## src/rtl/sync_norm_pkg.sv

```systemverilog
// Shared constants, status type and length arithmetic for the sync polarity normaliser.
package sync_norm_pkg;

   localparam int CW_DEF       = 16;
   localparam int LOCK_CNT_DEF = 3;
   localparam int STAB_W       = 4;   // holds LOCK_CNT values 1..15

   typedef struct packed {
      logic pol;
      logic locked;
      logic active;
   } chan_status_t;

   // Saturating +1 on a phase length; callers truncate back to their counter width.
   function automatic logic [31:0] sat_inc(input logic [31:0] v, input logic [31:0] max);
      return (v >= max) ? max : v + 32'd1;
   endfunction

endpackage

```

## src/rtl/sync_norm_chan.sv

```systemverilog
// One sync channel: synchroniser, phase measurement, polarity hysteresis and timeout.
module sync_norm_chan
   import sync_norm_pkg::*;
#(
   parameter int CW       = CW_DEF,
   parameter int LOCK_CNT = LOCK_CNT_DEF
)
(
   input  logic         clk,
   input  logic         reset_n,
   input  logic         sync_in,
   output logic         sync_out,
   output chan_status_t status,
   output logic [CW:0]  period
);

   localparam logic [CW-1:0]     CNT_MAX  = '1;
   localparam logic [CW-1:0]     CNT_ONE  = CW'(1);
   localparam logic [STAB_W-1:0] STAB_MAX = STAB_W'(LOCK_CNT);
   localparam logic [STAB_W-1:0] STAB_ONE = STAB_W'(1);

   logic              s1, s2;
   logic [CW-1:0]     cnt, low_len, len;
   logic              lv, cand, pol, locked, active;
   logic [STAB_W-1:0] stab;
   logic              rise, fall, edge_seen, timeout, cand_new;

   assign rise      = s1 & ~s2;
   assign fall      = s2 & ~s1;
   assign edge_seen = s1 ^ s2;
   assign len       = CW'(sat_inc(32'(cnt), 32'(CNT_MAX)));
   // Fires on the cycle cnt steps onto its ceiling; an edge in that cycle wins.
   assign timeout   = ~edge_seen & (cnt == (CNT_MAX - CNT_ONE));
   // The new high phase is consumed directly at the falling edge, so it needs no holding register.
   assign cand_new  = (len > low_len);

   always_ff @(posedge clk or negedge reset_n) begin
      if (!reset_n) begin
         s1       <= 1'b0;
         s2       <= 1'b0;
         sync_out <= 1'b0;
         cnt      <= '0;
         low_len  <= '0;
         lv       <= 1'b0;
         cand     <= 1'b0;
         stab     <= '0;
         pol      <= 1'b0;
         locked   <= 1'b0;
         active   <= 1'b0;
         period   <= '0;
      end else begin
         s1       <= sync_in;
         s2       <= s1;
         sync_out <= s2 ^ pol;

         if (edge_seen)
            cnt <= '0;
         else if (cnt != CNT_MAX)
            cnt <= cnt + CNT_ONE;

         if (edge_seen)
            active <= 1'b1;

         if (rise) begin
            low_len <= len;
            lv      <= 1'b1;
         end

         if (fall && lv) begin
            period <= {1'b0, len} + {1'b0, low_len};
            if (cand_new == cand) begin
               if (stab != STAB_MAX)
                  stab <= stab + STAB_ONE;
            end else begin
               cand <= cand_new;
               stab <= STAB_ONE;
            end
         end

         // Outputs follow the hysteresis state one cycle after a decision.
         locked <= (stab == STAB_MAX);
         if (stab == STAB_MAX)
            pol <= cand;

         if (timeout) begin
            active <= 1'b0;
            lv     <= 1'b0;
            stab   <= '0;
            locked <= 1'b0;
            pol    <= 1'b0;
         end
      end
   end

   assign status.pol    = pol;
   assign status.locked = locked;
   assign status.active = active;

endmodule

```

## src/rtl/sync_polarity_norm.sv

```systemverilog
// Multi-channel sync polarity normaliser: active-high syncs plus per-channel status.
module sync_polarity_norm
   import sync_norm_pkg::*;
#(
   parameter int CH       = 2,
   parameter int CW       = CW_DEF,
   parameter int LOCK_CNT = LOCK_CNT_DEF
)
(
   input  logic                  clk,
   input  logic                  reset_n,
   input  logic [CH-1:0]         sync_in,
   output logic [CH-1:0]         sync_out,
   output logic [CH-1:0]         pol,
   output logic [CH-1:0]         locked,
   output logic [CH-1:0]         active,
   output logic [CH*(CW+1)-1:0]  period
);

   chan_status_t [CH-1:0]  st;
   logic [CH-1:0][CW:0]    period_arr;

   for (genvar i = 0; i < CH; i++) begin : g_chan
      sync_norm_chan #(
         .CW       (CW),
         .LOCK_CNT (LOCK_CNT)
      ) u_chan (
         .clk      (clk),
         .reset_n  (reset_n),
         .sync_in  (sync_in[i]),
         .sync_out (sync_out[i]),
         .status   (st[i]),
         .period   (period_arr[i])
      );

      assign pol[i]    = st[i].pol;
      assign locked[i] = st[i].locked;
      assign active[i] = st[i].active;
   end

   assign period = period_arr;

endmodule

```

## config.mk

```make
export PLATFORM = sky130hd
export DESIGN_NAME = sync_polarity_norm
export DESIGN_NICKNAME = d
export VERILOG_FILES = /design/src/rtl/sync_norm_pkg.sv /design/src/rtl/sync_norm_chan.sv /design/src/rtl/sync_polarity_norm.sv
export SDC_FILE = /design/constraint.sdc
export NUM_CORES = 1
export LEC_CHECK = 0
export CORE_MARGIN = 10
export CORE_UTILIZATION = 40
export CTS_BUF_LIST = sky130_fd_sc_hd__clkbuf_4 sky130_fd_sc_hd__clkbuf_8
export DETAILED_ROUTE_END_ITERATION = 8
export PLACE_DENSITY = 0.6
export SETUP_SLACK_MARGIN = 0.05
export SYNTH_ARGS = -nofsm -noshare
export SYNTH_HDL_FRONTEND = slang
export SYNTH_SLANG_ARGS = --single-unit
```

## constraint.sdc

```tcl
create_clock -name clk -period 5.35 [get_ports clk]
set_input_delay 1.07 -clock clk [delete_from_list [all_inputs] [get_ports clk]]
set_output_delay 1.07 -clock clk [all_outputs]
set_load 0.005 [all_outputs]
```

* Word-level counts from Yosys, hierarchy flattened
Cells that the tools add are included.
** Word-level totals
- Word-level logic and storage cells :: 110
- Flip-flop bits (word level) :: 122
** Cells by class
- Reduce and logical (&&, ||, !) cells :: 16
- Equality and inequality tests :: 12
- $lt $le $gt $ge :: 4
- Add/subtract/negate cells :: 8
- Mux-type cells :: 28
- Bitwise operators :: 18
** Operators by type and width (count)
- 2-to-1 mux 16 bit :: 6
- adder 16 x 1 -> 16 bit (second input constant) :: 4
- adder 16 x 16 -> 17 bit :: 2
- equality test 16 bit (second input constant) :: 2
- greater-or-equal comparator 16 bit (second input constant) :: 2
- greater-than comparator 16 bit :: 2
- 2-to-1 mux 4 bit :: 8
- != test 16 bit (second input constant) :: 2
- nonzero test 2 bit :: 10
- 2-to-1 mux 1 bit :: 14
- adder 4 x 1 -> 4 bit (second input constant) :: 2
- equality test 4 x 2 -> 1 bit (second input constant) :: 2
- != test 4 x 2 -> 1 bit (second input constant) :: 2
- NOT 1 bit :: 8
- AND reduction 2 bit :: 4
- AND 1 bit :: 6
- != test 3 x 2 -> 1 bit (second input constant) :: 2
- XOR 1 bit :: 4
- equality test 1 bit :: 2
- logical AND 1 bit :: 2

* Logic depth before layout (Yosys ltp)
- Depth in word-level cells :: 7
- Gate-level depth with buffers :: 16
- Gate-level depth less buffers :: 15

* Modules after synthesis
A second synthesis with hierarchy kept.
** Unflattened totals
- Cell total of the unflattened synthesis :: 858
- Area total of the unflattened synthesis :: 7644.8 µm²
** Modules (own cells, without submodules)
- sync_norm_chan (g_chan[0].u_chan) :: cells each 431, instances 1, sequential area each 1526.5 µm², area each 3839.9 µm²
- sync_norm_chan (g_chan[1].u_chan) :: cells each 427, instances 1, sequential area each 1526.5 µm², area each 3804.9 µm²

* Worst setup path after synthesis
OpenSTA, ideal clock, no wires.
- Path type :: register -> register
- Start point :: reg g_chan[1].u_chan.cnt[0]
- End point :: reg g_chan[1].u_chan.stab[3]
- Stages on the path, launching flop included :: 16
- Data required time :: 5.196 ns
- Path slack :: 1.927 ns
- Data arrival time :: 3.269 ns
- Clock period less this slack :: 3.423 ns
- Cell sequence :: dfrtp_1 > ha_1 > and2_1 > nor2b_1 > clkbuf_1 > nand2_1 > buf_2 > nand2_1 > ha_1 > and4_1 > or4b_1 > a21oi_1 > or3_1 > o22a_2 > mux2i_1 > nor4_2
** Between the ends
- Word-level cells in the longest chain between the ends :: 7
- Elaborated cells on any way between the ends :: 13
** Ends and longest elaborated chain
- from (decl) :: RTL line sync_norm_chan.sv:23 : logic [CW-1:0] cnt, low_len, len;
- from (signal assigned) :: RTL line sync_norm_chan.sv:59 : cnt <= cnt + CNT_ONE;
- adder 16 x 1 -> 16 bit or greater-or-equal comparator 16 bit (tied branches) :: RTL line sync_norm_pkg.sv:16 : return (v >= max) ? max : v + 32'd1;
- 2-to-1 mux 16 bit * :: RTL line sync_norm_pkg.sv:16
- net g_chan[1].u_chan.len[11] :: RTL line sync_norm_chan.sv:23
- greater-than comparator 16 bit * :: RTL line sync_norm_chan.sv:35 : assign cand_new = (len > low_len);
- equality test 1 bit * :: RTL line sync_norm_chan.sv:71 : if (cand_new == cand) begin
- 2-to-1 mux 4 bit :: RTL line sync_norm_chan.sv:71
- 2-to-1 mux 4 bit :: RTL line sync_norm_chan.sv:69 : if (fall && lv) begin
- 2-to-1 mux 4 bit :: RTL line sync_norm_chan.sv:85 : if (timeout) begin
- to (signal assigned) :: RTL line sync_norm_chan.sv:73 : stab <= stab + STAB_ONE;
- to (decl) :: RTL line sync_norm_chan.sv:25 : logic [STAB_W-1:0] stab;
The timed path passes the listed nets; every way through them passes the cells marked *. The select of a mux whose other input is x is not followed.
A chain may end at the register's enable or synchronous reset.

* Final worst setup path
- Start point :: reg g_chan[1].u_chan.cnt[1]
- End point :: reg g_chan[1].u_chan.period[14]
** Between the ends
- Word-level cells in the longest chain between the ends :: 3
- Elaborated cells on any way between the ends :: 4
** Ends and longest elaborated chain
- adder 16 x 1 -> 16 bit or greater-or-equal comparator 16 bit (tied branches) :: RTL line sync_norm_pkg.sv:16
- 2-to-1 mux 16 bit * :: RTL line sync_norm_pkg.sv:16
- net g_chan[1].u_chan.len[9] :: RTL line sync_norm_chan.sv:23
- adder 16 x 16 -> 17 bit * :: RTL line sync_norm_chan.sv:70 : period <= {1'b0, len} + {1'b0, low_len};
- to (signal assigned) :: RTL line sync_norm_chan.sv:70
- to (decl) :: RTL line sync_norm_chan.sv:14 : output logic [CW:0] period
The timed path passes the listed nets; every way through them passes the cells marked *.

==> run_results.csv <==
group,metric,value,unit
clock_network,clk_pin_slew_worst_paths,60,ps
sta,finalHoldViolations,0,
clock_network,cts_hold_buffers,0,
worst_setup_path,crit_chain,"ha_1 -> and2_1 -> nor2b_1 -> nand2_1 -> o21ai_0 -> ha_1 -> nor4_1 -> nand2_1 -> a211oi_1 -> o31ai_1 -> o31ai_1 -> xor2_1 -> o21ai_0",
detailed_routing,antenna_left,0,
sta,setup_ws,1170,ps
cells_and_area,finalNetCount,950,
yosys,synthFlopType,"dfrtp_1",
floorplan,rows,49,
worst_setup_path,crit_buf_inv,0,
detailed_routing,num_vias,5631,
worst_setup_path,endpoint_kind,"register",
cells_and_area,final_common_cell,"dfrtp_1",
detailed_routing,wire_per_inst,14.7,microns
worst_setup_path,cp_top_family,"simple AND/OR/NAND/NOR gates",
placement,gp_congestion,0.852,
cells_and_area,fin_cells,1111,
detailed_routing,routed_wl,16400,microns
worst_hold_path,holdCritPathClass,"reg -> reg",
sta,post-route-period-util,0.781,
worst_setup_path,worstSetupStartpointType,"register",
clock_network,clk_path_buf_depth,2,
worst_setup_path,regToRegStartpoint,"g_chan[1].u_chan.cnt[1]",
placement,port_buffers,45,
sta,rsz0062_at_grt,"false",
global_routing,first_global_vias,5408,
sta,worst_slew_pin_slew,1140,ps
sta,setup_violations,0,
clock_network,cts_buffers,17,
clock_network,cts_resized,0,
yosys,syn_avg_cell_area,8.92,sq um
sta,hold-worst-slack,418,ps
sta,fmax,239,MHz
clock_network,cts.htree.levels,4,
floorplan,ios,46,
placement,dp_hpwl,12300,microns
clock_network,cts_tree,"built",
cells_and_area,area_delta_synth_final,13.6,%
clock_network,clk-insertion-delay-late,440,ps
yosys,yosys_warnings,0,
sta,slew_viol_final,0,
sta,period_needed,4180,ps
job,cap_viol_max_count,0,
floorplan,die_h,157,microns
worst_setup_path,cp_slowest_cell,"nor4_1",
worst_setup_path,worstSetupPathType,"reg -> reg",
detailed_routing,drt_iter0_drc,330,
detailed_routing,viasPerCell,5.07,
yosys,yosysSeqAreaShare,0.409,
worst_setup_path,crit_arrival,4460,ps
cells_and_area,layout_common_cells,"122 x dfrtp_1, 104 x nand2_1, 74 x ha_1",
yosys,synthCells,837,
sta,clock_skew,9.31,ps
yosys,async_reset_ff_frac,1.00,
pwr,p_per_area,292,nW/um^2
sta,relSlewSlack,0.241,
global_routing,grt_use_total,0.139,
global_routing,grt_max_degree,46,
floorplan,die-area,24500,sq um
floorplan,core-area,18100,sq um
worst_setup_path,crit_required,5630,ps
floorplan,chipWidth,157,microns
sta,fin_tns_setup,0,ps
global_routing,antenna_found_initial,0,
cells_and_area,drive_gt1_frac,0.0476,
yosys,synth_fp_nets,917,
worst_setup_path,critPathMaxFanout,18,
pwr,leakage,4.16,nW
cells_and_area,num_antenna_cells,0,
detailed_routing,drc,0,
detailed_routing,dr.pass1.iters,5,
floorplan,start_util,0.411,
yosys,ys_types,49,
clock_network,clockRootBuffer,"clkbuf_8",
worst_hold_path,hp-start,"g_chan[1].u_chan.s1",
yosys,synthesis.area,7470,sq um
clock_network,cts.sinks,122,
placement,dpl.cell_count,1080,
global_routing,overflow,0,
worst_setup_path,crit_path_max_incr_delay,520,ps
yosys,synth-seq-cells,122,
yosys,synth-edff-count,0,
pwr,peakVddDrop,137,uV
worst_setup_path,critPathLaunch,"g_chan[1].u_chan.cnt[1]",
clock_network,postCtsSetupRepairBufs,0,
global_routing,grt_pass1_wl,27500,microns
status,status,"finished clean",
placement,place_ws,1230,ps
[sequential cells by signal, indices dropped and copies added (netlist names)]
signal / cells
g_chan.u_chan.cnt: 32
g_chan.u_chan.period: 34
g_chan.u_chan.s2: 2
g_chan.u_chan.cand: 2
g_chan.u_chan.lv: 2
g_chan.u_chan.s1: 2
g_chan.u_chan.pol: 2
g_chan.u_chan.sync_out: 2
g_chan.u_chan.low_len: 32
g_chan.u_chan.locked: 2
g_chan.u_chan.stab: 8
g_chan.u_chan.active: 2
[through the flow]
step / instance area (sq um) / total power, mW / util
finish: 8480 / 2.47 / 0.467
global route: 8480 / 2.63 / 0.467
CTS: 8480 / 2.52 / 0.467
detailed placement: 8070 / 1.64 / 0.445
global placement: 8070 / 1.64 / 0.445
floorplan: 7470 / 1.42 / -
[per-layer routing]
| metal | part of all wire | vias to the layer above | track usage |
|---|---|---|---|
| met5 | 0 | - | 0 |
| met1 | 0.54 | 2612 | 0.203 |
| met3 | 0.042 | 23 | 0.0307 |
| met2 | 0.40 | 106 | 0.193 |
| li1 | - | 2890 | - |
| met4 | 0.017 | 0 | 0.0535 |
[cell type report]
type | instances | area, sq um
fillers | 1745 | 9660
multi-input cells | 614 | 4000
flip-flops and latches | 122 | 3050
repair buffers | 49 | 478
clock buffers | 23 | 298
well taps | 229 | 287
inverters | 66 | 248
clock inverters | 8 | 118
[cell usage after synthesis, drive strengths merged (4+ instances only)]
| library cell | n | share of area |
|---|---|---|
| o21ai | 56 | 0.038 |
| a31oi | 12 | 0.010 |
| buf | 12 | 0.011 |
| o31ai | 5 | 0.0050 |
| inv | 66 | 0.033 |
| o211ai | 5 | 0.0050 |
| ha | 74 | 0.12 |
| dfrtp | 122 | 0.41 |
| o21bai | 10 | 0.010 |
| xor2 | 28 | 0.033 |
| nand2 | 104 | 0.052 |
| nor3 | 10 | 0.0067 |
| nor2b | 18 | 0.015 |
| and3 | 10 | 0.0084 |
| nand4 | 7 | 0.0059 |
| nand2b | 11 | 0.0092 |
| xnor2 | 25 | 0.029 |
| clkbuf | 23 | 0.012 |
| or4 | 4 | 0.0040 |
| and2 | 30 | 0.025 |
| nor4 | 9 | 0.0084 |
| mux2i | 5 | 0.0067 |
| a211oi | 5 | 0.0050 |
| nor3b | 5 | 0.0050 |
| nand3 | 25 | 0.017 |
| nor2 | 67 | 0.034 |
| a21oi | 56 | 0.038 |
[path summary, 6_finish.rpt]
check	cells after the start	end	slack, ps
min reg2reg	0	g_chan[1].u_chan.s2	420
max in group asynchronous	2	g_chan[0].u_chan.period[6]	3770
max reg2reg	13	g_chan[1].u_chan.period[14]	1170
min in group asynchronous	1	g_chan[1].u_chan.cnt[6]	630
min	0	g_chan[1].u_chan.s2	420
max	13	g_chan[1].u_chan.period[14]	1170
[report_power, final]
| part | switching [mW] | internal (mW) |
|---|---|---|
| Sequential | 0.0729 | 1.02 |
| Combinational | 0.269 | 0.250 |
| Clock | 0.352 | 0.507 |
| Total | 0.694 | 1.78 |
[logic make-up (layout without fill, tap and decap cells)]
logic type / after synthesis / in the layout / share of synthesized area
xor+xnor: 53 / 53 / 0.0622
compound gates: 169 / 169 / 0.133
buf+inv: 101 / 146 / 0.0558
fa+ha+maj: 76 / 76 / 0.129
simple gates: 309 / 309 / 0.201
flops: 122 / 122 / 0.409
mux: 7 / 7 / 0.00972
No activity file was read; power rests on OpenSTA's default activity.
